--- src/rtl/layer_scheduler.sv ---
// Per-pixel layer scan: tests each layer slot for coverage in turn, asks the ACU for an
// address for each covered layer, and emits one fetch per covered layer in slot order.
module layer_scheduler #(
    parameter int NUM_LAYERS  = 8,
    parameter int ACU_TIMEOUT = 64
) (
    input  logic                            clk,
    input  logic                            reset,
    input  logic                            pix_valid,
    output logic                            pix_ready,
    input  logic [15:0]                     xPixel,
    input  logic [15:0]                     yPixel,
    output logic [$clog2(NUM_LAYERS)-1:0]   layer_sel,
    input  logic [127:0]                    layerRegisters,
    output logic                            acu_start,
    output logic [127:0]                    acu_layerRegisters,
    output logic [15:0]                     acu_xPixel,
    output logic [15:0]                     acu_yPixel,
    input  logic                            acu_rdy,
    input  logic [26:0]                     acu_ramAddressOffsetBytes,
    output logic                            fetch_valid,
    input  logic                            fetch_ready,
    output logic [$clog2(NUM_LAYERS)-1:0]   fetch_layer,
    output logic [26:0]                     fetch_addr,
    output logic                            fetch_isSprite,
    output logic                            pix_done,
    output logic [$clog2(NUM_LAYERS):0]     hit_count,
    output logic                            acu_timeout_err
);
    localparam int LW = $clog2(NUM_LAYERS);
    localparam int TW = $clog2(ACU_TIMEOUT + 1);

    typedef enum logic [2:0] {S_IDLE, S_READ, S_ISSUE, S_WAIT, S_EMIT, S_DONE} state_t;

    state_t        state, state_next;
    logic          advance, covered, last, timed_out;
    logic [15:0]   x_lat, y_lat;
    logic [TW-1:0] timer;

    // Coverage test on the slot currently addressed; sums are widened so nothing wraps
    logic [15:0] width, height, xpos, ypos;
    logic [3:0]  num_chars;
    logic [19:0] font_span, span_x;
    logic [20:0] x_end;
    logic [16:0] y_end;

    assign width     = layerRegisters[31:16];
    assign height    = layerRegisters[47:32];
    assign xpos      = layerRegisters[63:48];
    assign ypos      = layerRegisters[79:64];
    assign num_chars = layerRegisters[99:96];
    assign font_span = {4'd0, width} * {16'd0, num_chars};
    assign span_x    = layerRegisters[1] ? {4'd0, width} : font_span;
    assign x_end     = {5'd0, xpos} + {1'b0, span_x};
    assign y_end     = {1'b0, ypos} + {1'b0, height};

    assign covered = layerRegisters[0] && (span_x != 20'd0) && (height != 16'd0) &&
                     (x_lat >= xpos) && ({5'd0, x_lat} < x_end) &&
                     (y_lat >= ypos) && ({1'b0, y_lat} < y_end);

    assign last        = (layer_sel == LW'(NUM_LAYERS - 1));
    assign timed_out   = (timer == TW'(ACU_TIMEOUT - 1));
    assign fetch_layer = layer_sel;

    always_ff @(posedge clk or posedge reset) begin
        if (reset) state <= S_IDLE;
        else       state <= state_next;
    end

    always_comb begin
        state_next  = state;
        advance     = 1'b0;
        pix_ready   = 1'b0;
        acu_start   = 1'b0;
        fetch_valid = 1'b0;
        pix_done    = 1'b0;
        case (state)
            S_IDLE: begin
                pix_ready = 1'b1;
                if (pix_valid) state_next = S_READ;
            end
            S_READ: begin
                if (covered) state_next = S_ISSUE;
                else         advance    = 1'b1;
            end
            S_ISSUE: begin
                acu_start  = 1'b1;
                state_next = S_WAIT;
            end
            S_WAIT: begin
                if (acu_rdy)        state_next = S_EMIT;
                else if (timed_out) advance    = 1'b1;
            end
            S_EMIT: begin
                fetch_valid = 1'b1;
                if (fetch_ready) advance = 1'b1;
            end
            S_DONE: begin
                pix_done   = 1'b1;
                state_next = S_IDLE;
            end
            default: state_next = S_IDLE;
        endcase
        if (advance) state_next = last ? S_DONE : S_READ;
    end

    always_ff @(posedge clk or posedge reset) begin
        if (reset) begin
            x_lat              <= '0;
            y_lat              <= '0;
            layer_sel          <= '0;
            hit_count          <= '0;
            timer              <= '0;
            acu_layerRegisters <= '0;
            acu_xPixel         <= '0;
            acu_yPixel         <= '0;
            fetch_addr         <= '0;
            fetch_isSprite     <= 1'b0;
            acu_timeout_err    <= 1'b0;
        end else begin
            if (state == S_IDLE && pix_valid) begin
                x_lat     <= xPixel;
                y_lat     <= yPixel;
                hit_count <= '0;
                layer_sel <= '0;
            end
            // ACU command is captured on the way into ISSUE and held until the next covered slot
            if (state == S_READ && covered) begin
                acu_layerRegisters <= layerRegisters;
                acu_xPixel         <= x_lat;
                acu_yPixel         <= y_lat;
            end
            if (state == S_ISSUE)     timer <= '0;
            else if (state == S_WAIT) timer <= timer + TW'(1);
            if (state == S_WAIT && acu_rdy) begin
                fetch_addr     <= acu_ramAddressOffsetBytes;
                fetch_isSprite <= acu_layerRegisters[1];
            end
            if (state == S_WAIT && !acu_rdy && timed_out) acu_timeout_err <= 1'b1;
            if (state == S_EMIT && fetch_ready) hit_count <= hit_count + (LW+1)'(1);
            if (advance && !last) layer_sel <= layer_sel + LW'(1);
        end
    end
endmodule

--- config.mk ---
export PLATFORM = sky130hd
export DESIGN_NAME = layer_scheduler
export DESIGN_NICKNAME = d
export VERILOG_FILES = /design/src/rtl/layer_scheduler.sv
export SDC_FILE = /design/constraint.sdc
export NUM_CORES = 1
export LEC_CHECK = 0
export ABC_AREA = 1
export BUFFER_PORTS_ARGS = -buffer_cell sky130_fd_sc_hd__buf_2
export CORE_MARGIN = 5
export CORE_UTILIZATION = 30
export DETAILED_ROUTE_END_ITERATION = 7
export PLACE_DENSITY = 0.64
export RECOVER_POWER = 25
export SYNTH_ARGS = -nofsm -noshare
export SYNTH_HDL_FRONTEND = slang
export SYNTH_SLANG_ARGS = --single-unit
--- constraint.sdc ---
create_clock -name clk -period 7.68 [get_ports clk]
set_input_delay 1.536 -clock clk [delete_from_list [all_inputs] [get_ports clk]]
set_output_delay 1.536 -clock clk [all_outputs]
set_load 0.01 [all_outputs]
== Word-level counts from Yosys, hierarchy flattened ==
Index checks and enable logic that the tools add are counted.

* Add/subtract/negate cells: 5
* Multipliers: 1
* $lt $le $gt $ge: 4
* Equal/unequal tests: 11
* Multiplexer cells: 22
* Reductions and logical operators: 22

{| class="wikitable"
|+ Operator list
! kind !! count
|-
| >= comparator 16 bit || 2
|-
| adder 16 x 20 -> 21 bit || 1
|-
| less-than comparator 16 x 21 -> 1 bit || 1
|-
| 2-to-1 mux 3 bit || 7
|-
| multiplier 16 x 4 -> 20 bit || 1
|-
| 2-to-1 mux 20 bit || 1
|-
| nonzero test 20 bit || 1
|-
| adder 16 x 16 -> 17 bit || 1
|-
| less-than comparator 16 x 17 -> 1 bit || 1
|-
| nonzero test 16 bit || 1
|-
| case mux 3 bit (5 select lines) || 1
|-
| 2-to-1 mux 7 bit || 2
|-
| logical AND 1 bit || 13
|-
| equality test 3 bit (second input constant) || 3
|-
| inequality test 3 bit (second input constant) || 3
|-
| 2-to-1 mux 1 bit || 8
|-
| 2-to-1 mux 4 bit || 2
|-
| adder 7 x 1 -> 7 bit (second input constant) || 1
|-
| equality test 7 x 6 -> 1 bit (second input constant) || 1
|-
| equality test 3 x 2 -> 1 bit (second input constant) || 2
|-
| nonzero test 2 bit || 3
|-
| adder 4 x 1 -> 4 bit (second input constant) || 1
|-
| AND reduction 4 bit || 1
|-
| adder 3 x 1 -> 3 bit (second input constant) || 1
|-
| 5 further kinds || 6
|}

* Register bits after elaboration: 238
* Input port bits: 192
* Logic and storage cells: 77

== Longest topological paths before layout ==
Gate-level depths: netlist of run 1.

* Word-level depth: 13
* Mapped depth: 39
* Depth with buffers taken out: 37

== Worst setup path after synthesis of run 1 ==
No wires, ideal clock.

* Path kind: input port to flip-flop
* Start point: input port layerRegisters[99]
* End point: register state[2]
* Data arrival time: 6.803 ns
* Data required time: 7.560 ns
* Setup slack: 0.757 ns
* Stages on the path: 35
* Path buffers: 2
* Path through: clkbuf_1 -> clkbuf_1 -> nand2_1 -> fa_1 -> fa_1 -> fa_1 -> inv_1 -> nand3_1 -> nand2_1 -> nand3_1 -> nand2_1 -> xnor2_1 -> nand2_1 -> nand2_1 -> inv_1 -> ha_1 -> nand2_1 -> inv_1 -> a21boi_0 -> nand2_1 -> xnor2_1 -> ha_1 -> nand4_1 -> nor2_1 -> nand4_1 -> o211ai_1 -> nand3b_1 -> nand2_1 -> nand3_1 -> nor2_4 -> o21ai_0 -> nand2_1 -> nand2_1 -> o21ai_0 -> inv_1

* Longest elaborated chain between the ends: 13
* Elaborated cells on any way between the ends: 19
* Those cells by class: add/sub (1); mul (1); order compare (1); eq/ne (4); mux (4); reduce/logical (8)

{| class="wikitable"
|+ Ends and longest elaborated chain
! what !! RTL line !! source
|-
| from (decl) || 14 || <nowiki>input logic [127:0] layerRegisters,</nowiki>
|-
| multiplier 16 x 4 -> 20 bit * || 52 || <nowiki>assign font_span = {4'd0, width} * {16'd0, num_chars};</nowiki>
|-
| 2-to-1 mux 20 bit * || 53 || <nowiki>assign span_x = layerRegisters[1] ? {4'd0, width} : font_span;</nowiki>
|-
| parallel branches: the longest is 4 deep, another holds adder 16 x 20 -> 21 bit || - ||
|-
| logical AND 1 bit * (2 in series) || 58 || <nowiki>(x_lat >= xpos) && ({5'd0, x_lat} < x_end) &&</nowiki>
|-
| logical AND 1 bit * || 59 || <nowiki>(y_lat >= ypos) && ({1'b0, y_lat} < y_end);</nowiki>
|-
| 2-to-1 mux 1 bit || 83 || <nowiki>if (covered) state_next = S_ISSUE;</nowiki>
|-
| case mux 1 bit (3 select lines) || 77 || <nowiki>case (state)</nowiki>
|-
| inequality test 3 bit (no line) / inequality test 2 bit (equally long branches) || - ||
|-
| AND reduction 4 bit (no line) || - ||
|-
| to (signal assigned) || 67 || <nowiki>else state <= state_next;</nowiki>
|-
| to (decl) || 35 || <nowiki>state_t state, state_next;</nowiki>
|}

Every way passes the cells marked *.
A chain may end at the register's enable or synchronous reset.

== Worst setup path after layout of run 1 ==
* Start point: input port layerRegisters[99]
* End point: register layer_sel[0], in the netlist fetch_layer[0]

* Longest elaborated chain between the ends: 13
* Elaborated cells on any way between the ends: 16
* Those cells by class: add/sub (1); mul (1); order compare (1); mux (4); reduce/logical (9)

{| class="wikitable"
|+ Ends and longest elaborated chain
! what !! RTL line !! source
|-
| multiplier 16 x 4 -> 20 bit * || 52 ||
|-
| 2-to-1 mux 20 bit * || 53 ||
|-
| parallel branches: the longest is 4 deep, another holds adder 16 x 20 -> 21 bit || - ||
|-
| logical AND 1 bit * (2 in series) || 58 ||
|-
| logical AND 1 bit * || 59 ||
|-
| 2-to-1 mux 1 bit * || 83 ||
|-
| case mux 1 bit (3 select lines) * || 77 ||
|-
| logical AND 1 bit * || 141 || <nowiki>if (advance && !last) layer_sel <= layer_sel + LW'(1);</nowiki>
|-
| 2-to-1 mux 3 bit / nonzero test 2 bit (equally long branches) || - ||
|-
| to (signal assigned) || 141 ||
|-
| to (decl) || 13 || <nowiki>output logic [$clog2(NUM_LAYERS)-1:0] layer_sel,</nowiki>
|}

Marked as above.

==> results of run 1 <==
layer usage:
metal  global-route usage, %  share of wire, %
met2                    28.1                44
met4                    4.71               2.4
met5                       0             0.051
met3                    3.95               8.3
met1                    23.9                45
state kept, by name, indices dropped and copies added, names as in the netlist:
signal	cells
x_lat	16
timer	7
hit_count	4
acu_yPixel	16
fetch_addr	27
acu_xPixel	16
acu_timeout_err	1
y_lat	16
fetch_isSprite	1
acu_layerRegisters	128
fetch_layer	3
state	3
layout by cell type, fill, tap and decap left out, drive strengths merged, types with 30 or more instances in the layout:
| master | n |
|---|---|
| a21oi | 110 |
| o21ai | 106 |
| clkbuf | 41 |
| inv | 240 |
| fa | 30 |
| dfrtp | 238 |
| nor2 | 99 |
| nand3 | 163 |
| nand2 | 521 |
| buf | 411 |
| ha | 122 |
per-stage QoR:
stage | util [%] | instance area [µm²] | power [µW] | hold WS, ns | setup slack [ns]
detailed placement | 35.7 | 17500 | 5060 | 0.454 | -0.0311
finish | 37.6 | 18400 | 6370 | 0.464 | 0.520
global route | 37.6 | 18400 | 6920 | 0.474 | 0.0188
CTS | 37.6 | 18400 | 6450 | 0.468 | 0.560
global placement | 35.7 | 17500 | 4980 | 0.449 | 0.0292
floorplan | - | 14800 | 3910 | 0.442 | 0.757
cell type report:
| type | instances | area, µm² |
|---|---|---|
| fillers | 5130 | 30500 |
| multi-input cells | 1283 | 7560 |
| flip-flops and latches | 238 | 5960 |
| repair buffers | 413 | 2190 |
| inverters | 239 | 898 |
| well taps | 664 | 831 |
| clock buffers | 39 | 781 |
| clock inverters | 8 | 138 |
| diodes | 2 | 5.00 |
cell usage after synthesis (5+ instances only):
cell type / instances / area share, %
nand2_1: 520 / 13
dfrtp_1: 238 / 40
inv_1: 235 / 6.0
nand3_1: 162 / 5.5
ha_1: 122 / 10
a21oi_1: 109 / 3.7
nor2_1: 96 / 2.4
o21ai_1: 55 / 1.9
clkbuf_1: 37 / 0.94
o21ai_0: 31 / 1.0
fa_1: 30 / 4.1
mux2_2: 28 / 2.1
o21ai_2: 20 / 1.2
xor2_1: 19 / 1.1
nor3_1: 16 / 0.54
xnor2_1: 14 / 0.83
nand4_1: 13 / 0.55
buf_6: 12 / 0.91
buf_4: 9 / 0.46
buf_2: 8 / 0.27
a21o_1: 5 / 0.25
logic make-up after synthesis:
logic type | synth area share, %
and+or+nand+nor | 23.1
muxes | 2.13
AOI/OAI and AO/OA | 9.48
adders and majority gates | 14.4
DFF | 40.2
xor gates and xnor gates | 1.95
buffers and inverters | 8.69
power breakdown:
group          total, µW  switching, µW  internal, µW
registers           2160            377          1780
clock network       1350            538           807
logic               2860           1760          1110
worst max-delay path: cells and delay by family:
kind,cells,cell delay (ns)
compound gates,6,1.28
xor+xnor,2,0.37
buf+inv,4,0.67
fa+ha+maj,5,2.15
simple gates,17,1.66
final timing paths:
kind / to / cells after the start
min: timer[6]$_DFFE_PP0N_ / 1
max: fetch_layer[0]$_DFFE_PP0P_ / 34
min reg2reg: timer[6]$_DFFE_PP0N_ / 1
max reg2reg: fetch_layer[0]$_DFFE_PP0P_ / 16
max in group asynchronous: acu_layerRegisters[103]$_DFFE_PP0P_ / 3
min in group asynchronous: acu_layerRegisters[42]$_DFFE_PP0P_ / 2
==> metrics.md, run 1 <==
| Metric | Value |
|---|---|
| Worst setup startpoint | layerRegisters[99] |
| Gr usage total | 17.5% |
| Hold Crit Class | flop to flop |
| Core area | 48,800 µm² |
| R2r startpoint | y_lat[15]$_DFFE_PP0P_ |
| Syn Nets | 2,172 |
| Total number of vias | 13,600 |
| Critical path fanouts, max | 17 |
| Number of gates resized after CTS | 0 |
| Routed WL per cell | 16.9 µm |
| CP startpoint kind | input pin |
| Worst-margin pin slew | 3.56 ns |
| Max stage delay on crit path | 0.56 ns |
| Port Buffers | 394 |
| Die width | 232 µm |
| Slew Limit Headroom | -137% |
| Post-CTS Hold Buffers | 0 |
| Clock latency on the worst-skew pair | 0.57 ns |
| Post-CTS Repair Setup Buffers | 0 |
| Full die area | 53,900 µm² |
| Hold Path Origin | timer[6]$_DFFE_PP0N_ |
| Arr. time, crit path | 7.66 ns |
| Final period utilization | 93.2% |
| Detailed Route Iter0 Violations | 759 |
| Number of global-route vias before repair | 13,600 |
| Library cells used by synthesis | 47 |
| First-pass GRT wire length | 75,500 µm |
| Die height | 232 µm |
| Synthesis-stage register bit count | 238 |
| Initial DRT Pass Iterations | 5 |
| CTS Sinks | 238 |
| Status | finished with violations |
| Avg Inst Size Synth | 8.10 µm² |
| IR drop worst, VDD | 0.000219 V |
| DRC viols | 0 |
| Max Clock Freq | 140 MHz |
| Skew final | 0.0126 ns |
| Global placement routability congestion | 0.911 |
| Root buf cell | clkbuf_16 |
| Critical path's most frequent cell | nand2_1 |
| Final Setup Violations | 0 |
| Post-route non-filler standard cell count | 2,886 |
| Share of cells above drive strength 1 | 23.1% |
| Final hold viol count | 0 |
| Cells after DPL | 2,837 |
| Via density per instance | 4.71 |
| Post-DP HPWL | 39,100 µm |
| TritonCTS clock tree | done |
| Synth warnings | 0 |
| P_leak | 0.0104 µW |
| Max-cap violations | 2 |
| Setup TNS | 0 ns |
| WL final | 48,900 µm |
| Register area share after synthesis | 40.2% |
| RSZ-0062 raised after global routing | no |
| Initial antenna violation count | 3 |
| Starting Density | 30.3% |
| I/O pins | 395 |
| H-Tree Depth | 1 |
| Final min period | 7.16 ns |
| Highest-delay cell along the critical path | fa_1 |
| CTS Buffer Depth | 3 |
| Cells after Synth | 1,828 |
| Post-synth EDFFs | 0 |
| Post-synth ARST share | 100% |
| Area Growth Syn to Fin | 24.0% |
| Critical Path Sink Type | flop |
| FP Rows | 81 |
| Total grt overflow | 0 |
| Slew Viols, Final | 173 |
| Top_reg_cell synth | dfrtp_1 |
| Clk pin slew, worst setup/hold paths | 0.06 ns |
| Pwr dens | 347 nW/µm² |
| Routed Antenna Nets | 0 |
| Layout Nets | 2,546 |
| Worst path required time | 8.18 ns |
| R2r setup slk | 4.17 ns |
| Failing checks | max-capacitance violations, max-slew violations |
| Largest net degree at the start of global routing | 138 |
| TritonCTS Buffers | 27 |
| Mapped Area | 14,800 µm² |
| Worst Setup Path Type | input pin to flop |
No activity file was read; power rests on OpenSTA's default activity.
==> inputs of run 2 (changes only) <==
Settings changed: PLACE_DENSITY 0.64 to 0.52.
==> run 2 against run 1 <==
The run still ends with max-capacitance violations, max-slew violations left. Sequential share of layout area fell by 0.053 points. First-iteration DRC count rose by 2.6%. Worst hold slack better by 0.0014 ns. Sequential cell count unchanged. Register-to-register slack improved by 0.28 ns. Combinational power barely moved. Critical endpoint is now fetch_layer[2]$_DFFE_PP0P_. Largest power group unchanged.
==> metrics.md, run 2 (synthesis results as in run 1) <==
| Metric | Value |
|---|---|
| Final hold viol count | 0 (unchanged) |
| Initial antenna violation count | 3 (unchanged) |
| Most common cell after layout, fill and taps aside | nand2_1 (unchanged) |
| Max stage delay on crit path | 0.55 ns (was 0.56 ns) |
| Pwr dens | 348 nW/µm² (was 347 nW/µm²) |
| H-Tree Depth | 1 (unchanged) |
| Most frequent cells in the layout | nand2_1 (520), buf_2 (350), dfrtp_1 (238) (was nand2_1 (520), buf_2 (393), dfrtp_1 (238)) |
| Initial DRT Pass Iterations | 5 (unchanged) |
| Die height | 232 µm (unchanged) |
| Full die area | 53,900 µm² (unchanged) |
| Worst Setup Path Type | input pin to flop (unchanged) |
| GR peak layer | met2 (unchanged) |
| Post-DP Area | 17,500 µm² (about the same) |
| Starting Density | 30.3% (unchanged) |
| Root buf cell | clkbuf_16 (unchanged) |
| Final min period | 6.97 ns (was 7.16 ns) |
| Post-DP HPWL | 38,200 µm (was 39,100 µm) |
| Total power | 6410 µW (was 6370 µW) |
| Slew Limit Headroom | -79.9% (was -137%) |
| TritonCTS Buffers | 28 (was 27) |
| Met2 Use GR | 27.7% (was 28.1%) |
| Largest net degree at the start of global routing | 151 (was 138) |
| R2r setup slk | 4.45 ns (was 4.17 ns) |
| DRC viols | 0 (unchanged) |
| Setup TNS | 0 ns (unchanged) |
| Reg area | 5960 µm² (unchanged) |
| P_leak | 0.0103 µW (was 0.0104 µW) |
| Total number of vias | 13,400 (was 13,600) |
| IR drop worst, VDD | 0.000207 V (was 0.000219 V) |
| Met1 Resource Use GR | 23.6% (was 23.9%) |
| Post-route non-filler standard cell count | 2,882 (was 2,886) |
| Hold path depth | 2 (was 1) |
| Final period utilization | 90.8% (was 93.2%) |
| Global placement routability congestion | 0.886 (was 0.911) |
| RSZ-0062 raised after global routing | no (unchanged) |
| CTS Sinks | 238 (unchanged) |
| Critical Path Sink Type | flop (unchanged) |
| TritonCTS clock tree | done (unchanged) |
| Clk pin slew, worst setup/hold paths | 0.06 ns (about the same) |
| Max-cap violations | 2 (unchanged) |
| Critical path's most frequent cell | nand2_1 (unchanged) |
| Skew final | 0.0184 ns (was 0.0126 ns) |
| Total grt overflow | 0 (unchanged) |
| Port Buffers | 394 (unchanged) |
| Layout Utilization | 37.6% (about the same) |
| Area Growth Syn to Fin | 24.2% (was 24.0%) |
| Post-CTS Hold Buffers | 0 (unchanged) |
| Status | finished with violations (unchanged) |
| Failing checks | max-capacitance violations, max-slew violations (unchanged) |
| Via density per instance | 4.63 (was 4.71) |
| Share of cells above drive strength 1 | 21.2% (was 23.1%) |
| Layout Nets | 2,544 (was 2,546) |
| First-pass GRT wire length | 74,400 µm (was 75,500 µm) |
| Met3 usage | 4.15% (was 3.95%) |
| Max Clock Freq | 143 MHz (was 140 MHz) |
| Cells after DPL | 2,834 (was 2,837) |
| Gr usage total | 17.2% (was 17.5%) |
| Worst Reg-to-Reg Cells | 15 (was 16) |
| Clock latency on the worst-skew pair | 0.57 ns (about the same) |
| Biggest regs | acu_layerRegisters: 128 flops, fetch_addr: 27 flops (unchanged) |
| Top reg by flops | acu_layerRegisters (unchanged) |
| Number of gates resized after CTS | 0 (unchanged) |
| Highest-delay cell along the critical path | fa_1 (unchanged) |
| Final Setup Violations | 0 (unchanged) |
| Critical path fanouts, max | 17 (unchanged) |
| Detailed Route Iter0 Violations | 779 (was 759) |
| FP Rows | 81 (unchanged) |
| Core area | 48,800 µm² (unchanged) |
| Routed Antenna Nets | 0 (unchanged) |
| Die width | 232 µm (unchanged) |
| Worst reg2reg endpoint | fetch_layer[2]$_DFFE_PP0P_ (was fetch_layer[0]$_DFFE_PP0P_) |
| Hold Crit Class | flop to flop (unchanged) |
| Routed WL per cell | 16.8 µm (was 16.9 µm) |
| Arr. time, crit path | 7.48 ns (was 7.66 ns) |
| I/O pins | 395 (unchanged) |
| Number of global-route vias before repair | 13,400 (was 13,600) |
| Filler cells | 5,159 (was 5,130) |
| Multi-input gate area | 7560 µm² (unchanged) |
| CP startpoint kind | input pin (unchanged) |
| R2r startpoint | y_lat[15]$_DFFE_PP0P_ (unchanged) |
| Hold Path Origin | acu_layerRegisters[29]$_DFFE_PP0P_ (was timer[6]$_DFFE_PP0N_) |
| WHS Endpoint | acu_layerRegisters[29]$_DFFE_PP0P_ (was timer[6]$_DFFE_PP0N_) |
| Worst-margin pin slew | 2.70 ns (was 3.56 ns) |
| WL final | 48,400 µm (was 48,900 µm) |
| Max reg flops | 128 (unchanged) |
| CTS Buffer Depth | 3 (unchanged) |
| Worst path required time | 8.19 ns (was 8.18 ns) |
| Slew Viols, Final | 91 (was 173) |
| Final instance area | 18,400 µm² (about the same) |
| Post-CTS Repair Setup Buffers | 0 (unchanged) |
==> run 2: how the worst max path moves through the flow <==
stage,from,endpoint,cells past startpoint
after floorplan,layerRegisters[99],state[2]$_DFFE_PP0P_,35
after global placement,layerRegisters[99],fetch_layer[1]$_DFFE_PP0P_,33
after detailed placement,layerRegisters[99],fetch_layer[0]$_DFFE_PP0P_,33
after CTS,layerRegisters[99],fetch_layer[0]$_DFFE_PP0P_,33
after global routing,layerRegisters[99],fetch_layer[0]$_DFFE_PP0P_,33
final,layerRegisters[99],fetch_layer[2]$_DFFE_PP0P_,33
==> run 2: where the power goes <==
part / leakage [µW] / total (µW) / switching (µW) / internal (µW)
clock: 0.000479 / 1430 / 550 / 881
combinational: 0.00682 / 2840 / 1760 / 1080
sequential: 0.00296 / 2140 / 355 / 1780
==> run 2: cell type report <==
class / instances / area share [%]
multi-input combinational: 1283 / 41.1
inverter: 239 / 4.89
antenna: 1 / 0.0136
tap: 664 / 4.52
clock inverter: 11 / 1.14
timing repair buffer: 410 / 11.7
clock buffer: 36 / 4.25
sequential: 238 / 32.4
==> run 2: per-layer routing <==
metal | vias to the layer above | share of wire, %
met4 | 2 | 2.0
met2 | 394 | 45
met5 | - | 0.027
met3 | 51 | 7.3
li1 | 6658 | -
met1 | 6245 | 46
==> run 2: per-stage QoR <==
step / setup slack [ns] / hold slack [ns]
final: 0.710 / 0.465
after detailed placement: 0.0360 / 0.453
after floorplan: 0.757 / 0.442
after global placement: 0.0262 / 0.448
after global routing: 0.0268 / 0.488
after CTS: 0.647 / 0.468
==> run 2: critical path: cells and delay by family <==
kind | cells | cell delay [ns]
xor+xnor | 2 | 0.37
fa+ha+maj | 5 | 2.15
simple gates | 17 | 1.75
buf+inv | 3 | 0.47
compound gates | 6 | 1.18
==> inputs of run 3 (changes only) <==
Settings changed: CORE_MARGIN 5 to 1.5, CTS_CLUSTER_DIAMETER set to 40.
==> run 3 against run 2 <==
Largest cell class unchanged. Combinational power about the same. Routed wire length barely moved. Clock power grew 48%. Critical path type unchanged. Critical endpoint unchanged. The run still ends with max-capacitance violations, max-slew violations left. Via count grew 2.2%.
==> metrics.md, run 3 (synthesis results as in run 1) <==
| Metric | Value |
|---|---|
| Status | finished with violations (unchanged) |
| Failing checks | max-capacitance violations, max-slew violations (unchanged) |
| CP startpoint kind | input pin (unchanged) |
| CTS Sinks | 238 (unchanged) |
| Highest-delay cell along the critical path | fa_1 (unchanged) |
| Worst Reg-to-Reg Cells | 6 (was 15) |
| Skew final | 0.0370 ns (was 0.0184 ns) |
| Total number of vias | 13,600 (was 13,400) |
| Full die area | 50,700 µm² (was 53,900 µm²) |
| Max-cap violations | 2 (unchanged) |
| Slew Viols, Final | 232 (was 91) |
| Largest net degree at the start of global routing | 160 (was 151) |
| Post-CTS Hold Buffers | 0 (unchanged) |
| CTS Buffer Depth | 3 (unchanged) |
| WHS Endpoint | acu_layerRegisters[0]$_DFFE_PP0P_ (was acu_layerRegisters[29]$_DFFE_PP0P_) |
| Root buf cell | clkbuf_16 (unchanged) |
| Critical path's most frequent cell | nand2_1 (unchanged) |
| Slew Limit Headroom | -171% (was -79.9%) |
| IR drop worst, VDD | 0.000219 V (was 0.000207 V) |
| Routed Antenna Nets | 0 (unchanged) |
| Initial antenna violation count | 4 (was 3) |
| Number of global-route vias before repair | 13,500 (was 13,400) |
| Global placement routability congestion | 0.849 (was 0.886) |
| Post-DP HPWL | 37,700 µm (was 38,200 µm) |
| Worst Setup Path Type | input pin to flop (unchanged) |
| Core area | 48,800 µm² (unchanged) |
| Dpl ws | 0.172 ns (was 0.0360 ns) |
| Final period utilization | 90.3% (was 90.8%) |
| DRC viols | 0 (unchanged) |
| P_leak | 0.0107 µW (was 0.0103 µW) |
| Pint | 4230 µW (was 3740 µW) |
| Final hold viol count | 0 (unchanged) |
| Die width | 225 µm (was 232 µm) |
| Switching Share | 40.4% (was 41.6%) |
| Clock power share | 29.7% (was 22.3%) |
| Initial DRT Pass Iterations | 5 (unchanged) |
| Worst Hold Slack | 0.460 ns (was 0.465 ns) |
| R2r setup slk | 4.20 ns (was 4.45 ns) |
| Layout Nets | 2,566 (was 2,544) |
| Share of cells above drive strength 1 | 24.6% (was 21.2%) |
| Sequential power share | 30.0% (was 33.3%) |
| Post-CTS Repair Setup Buffers | 0 (unchanged) |
| Hold path depth | 2 (unchanged) |
| Routed WL per cell | 16.5 µm (was 16.8 µm) |
| Area Growth Syn to Fin | 28.9% (was 24.2%) |
| Worst reg2reg endpoint | y_lat[12]$_DFFE_PP0P_ (was fetch_layer[2]$_DFFE_PP0P_) |
| RSZ-0062 raised after global routing | no (unchanged) |
| Setup TNS | 0 ns (unchanged) |
| Pwr dens | 372 nW/µm² (was 348 nW/µm²) |
| Die height | 225 µm (was 232 µm) |
| Arr. time, crit path | 7.45 ns (was 7.48 ns) |
| First-pass GRT wire length | 74,700 µm (was 74,400 µm) |
| Min setup slack post-route | 0.745 ns (was 0.710 ns) |
| TritonCTS Buffers | 46 (was 28) |
| NetSw | 2860 µW (was 2670 µW) |
| WL final | 48,400 µm (about the same) |
| Max reg flops | 128 (unchanged) |
| TritonCTS clock tree | done (unchanged) |
| Via density per instance | 4.66 (was 4.63) |
| Final min period | 6.93 ns (was 6.97 ns) |
| Hold Path Origin | acu_layerRegisters[0]$_DFFE_PP0P_ (was acu_layerRegisters[29]$_DFFE_PP0P_) |
| I/O pins | 395 (unchanged) |
| Critical path fanouts, max | 17 (unchanged) |
| Detailed Route Iter0 Violations | 650 (was 779) |
| Biggest regs | acu_layerRegisters: 128 flops, fetch_addr: 27 flops (unchanged) |
| Port Buffers | 394 (unchanged) |
| Clk pin slew, worst setup/hold paths | 0.06 ns (about the same) |
| H-Tree Depth | 2 (was 1) |
| Most common cell after layout, fill and taps aside | nand2_1 (unchanged) |
| Starting Density | 30.3% (unchanged) |
| Clock latency on the worst-skew pair | 0.59 ns (was 0.57 ns) |
| R2r startpoint | state[2]$_DFFE_PP0P_ (was y_lat[15]$_DFFE_PP0P_) |
| Max stage delay on crit path | 0.62 ns (was 0.55 ns) |
| Number of gates resized after CTS | 0 (unchanged) |
| Worst path required time | 8.20 ns (was 8.19 ns) |
| Gr usage total | 18.9% (was 17.2%) |
| Critical Path Sink Type | flop (unchanged) |
| FP Rows | 81 (unchanged) |
| Final Setup Violations | 0 (unchanged) |
| Max Clock Freq | 144 MHz (was 143 MHz) |
| Top reg by flops | acu_layerRegisters (unchanged) |
| Worst-margin pin slew | 4.06 ns (was 2.70 ns) |
| Most frequent cells in the layout | nand2_1 (519), buf_2 (393), dfrtp_1 (238) (was nand2_1 (520), buf_2 (350), dfrtp_1 (238)) |
| Total grt overflow | 0 (unchanged) |
| Combinational power share | 40.3% (was 44.3%) |
| Hold Crit Class | flop to flop (unchanged) |
[run 3: cell types whose count changed in the layout (fill, tap and decap cells not counted), sizes merged]
cell / previous run / this run
buf: 365 / 411
clkbuf: 81 / 56
clkinv: 5 / 11
clkinvlp: 3 / 8
inv: 237 / 247
[run 3: area by class of cell]
type                            instances  area, µm²
Fill cell                            5138      29800
Clock buffer                           53       1220
Sequential cell                       238       5960
Tap cell                              664        831
Multi-Input combinational cell       1283       7570
Timing Repair Buffer                  414       2190
Inverter                              239        898
Clock inverter                         32        418
Antenna cell                            1       2.50
[run 3: worst max-delay path by stage]
stage,from,endpoint,slack (ns),depth (start not counted)
after floorplan,layerRegisters[99],state[2]$_DFFE_PP0P_,0.76,35
after global placement,layerRegisters[97],acu_yPixel[0]$_DFFE_PP0P_,0.29,34
after detailed placement,layerRegisters[97],fetch_layer[0]$_DFFE_PP0P_,0.17,35
after CTS,layerRegisters[97],acu_layerRegisters[65]$_DFFE_PP0P_,0.77,35
after global routing,layerRegisters[97],fetch_layer[0]$_DFFE_PP0P_,0.22,35
final,layerRegisters[97],fetch_layer[2]$_DFFE_PP0P_,0.75,35
[run 3: through the flow]
stage / util (%) / power [µW] / cell area [µm²] / instances
final: 39.1 / 7090 / 19100 / 2924
after global routing: 39.1 / 7670 / 19100 / 2923
after CTS: 39.1 / 7190 / 19100 / 2923
after detailed placement: 35.7 / 5030 / 17500 / 2838
after global placement: 35.7 / 4970 / 17500 / 2838
after floorplan: - / 3910 / 14800 / 1828
[run 3: power groups by stage]
stage | registers [µW] | clock network (µW) | logic, µW
floorplan | 2280 | 0 | 1630
global placement | 2130 | 0 | 2840
detailed placement | 2140 | 0 | 2880
CTS | 2130 | 2170 | 2890
global route | 2190 | 2220 | 3250
finish | 2130 | 2110 | 2860
[run 3: metal layers]
| layer | vias to the layer above | share of wire [%] | global-route usage, % |
|---|---|---|---|
| met5 | - | 0.099 | 0 |
| met4 | 8 | 2.0 | 4.81 |
| met3 | 68 | 8.1 | 5.53 |
| met2 | 418 | 44 | 29.6 |
| met1 | 6413 | 46 | 25.5 |
| li1 | 6732 | - | - |
[run 3: worst max-delay path, delay by kind of cell]
kind / cells / cell delay [ns]
XOR/XNOR: 1 / 0.14
adder cells (fa/ha/maj): 5 / 2.05
AND/OR/NAND/NOR: 21 / 2.13
buffers and inverters: 3 / 0.44
AO/OA/AOI/OAI: 5 / 1.15
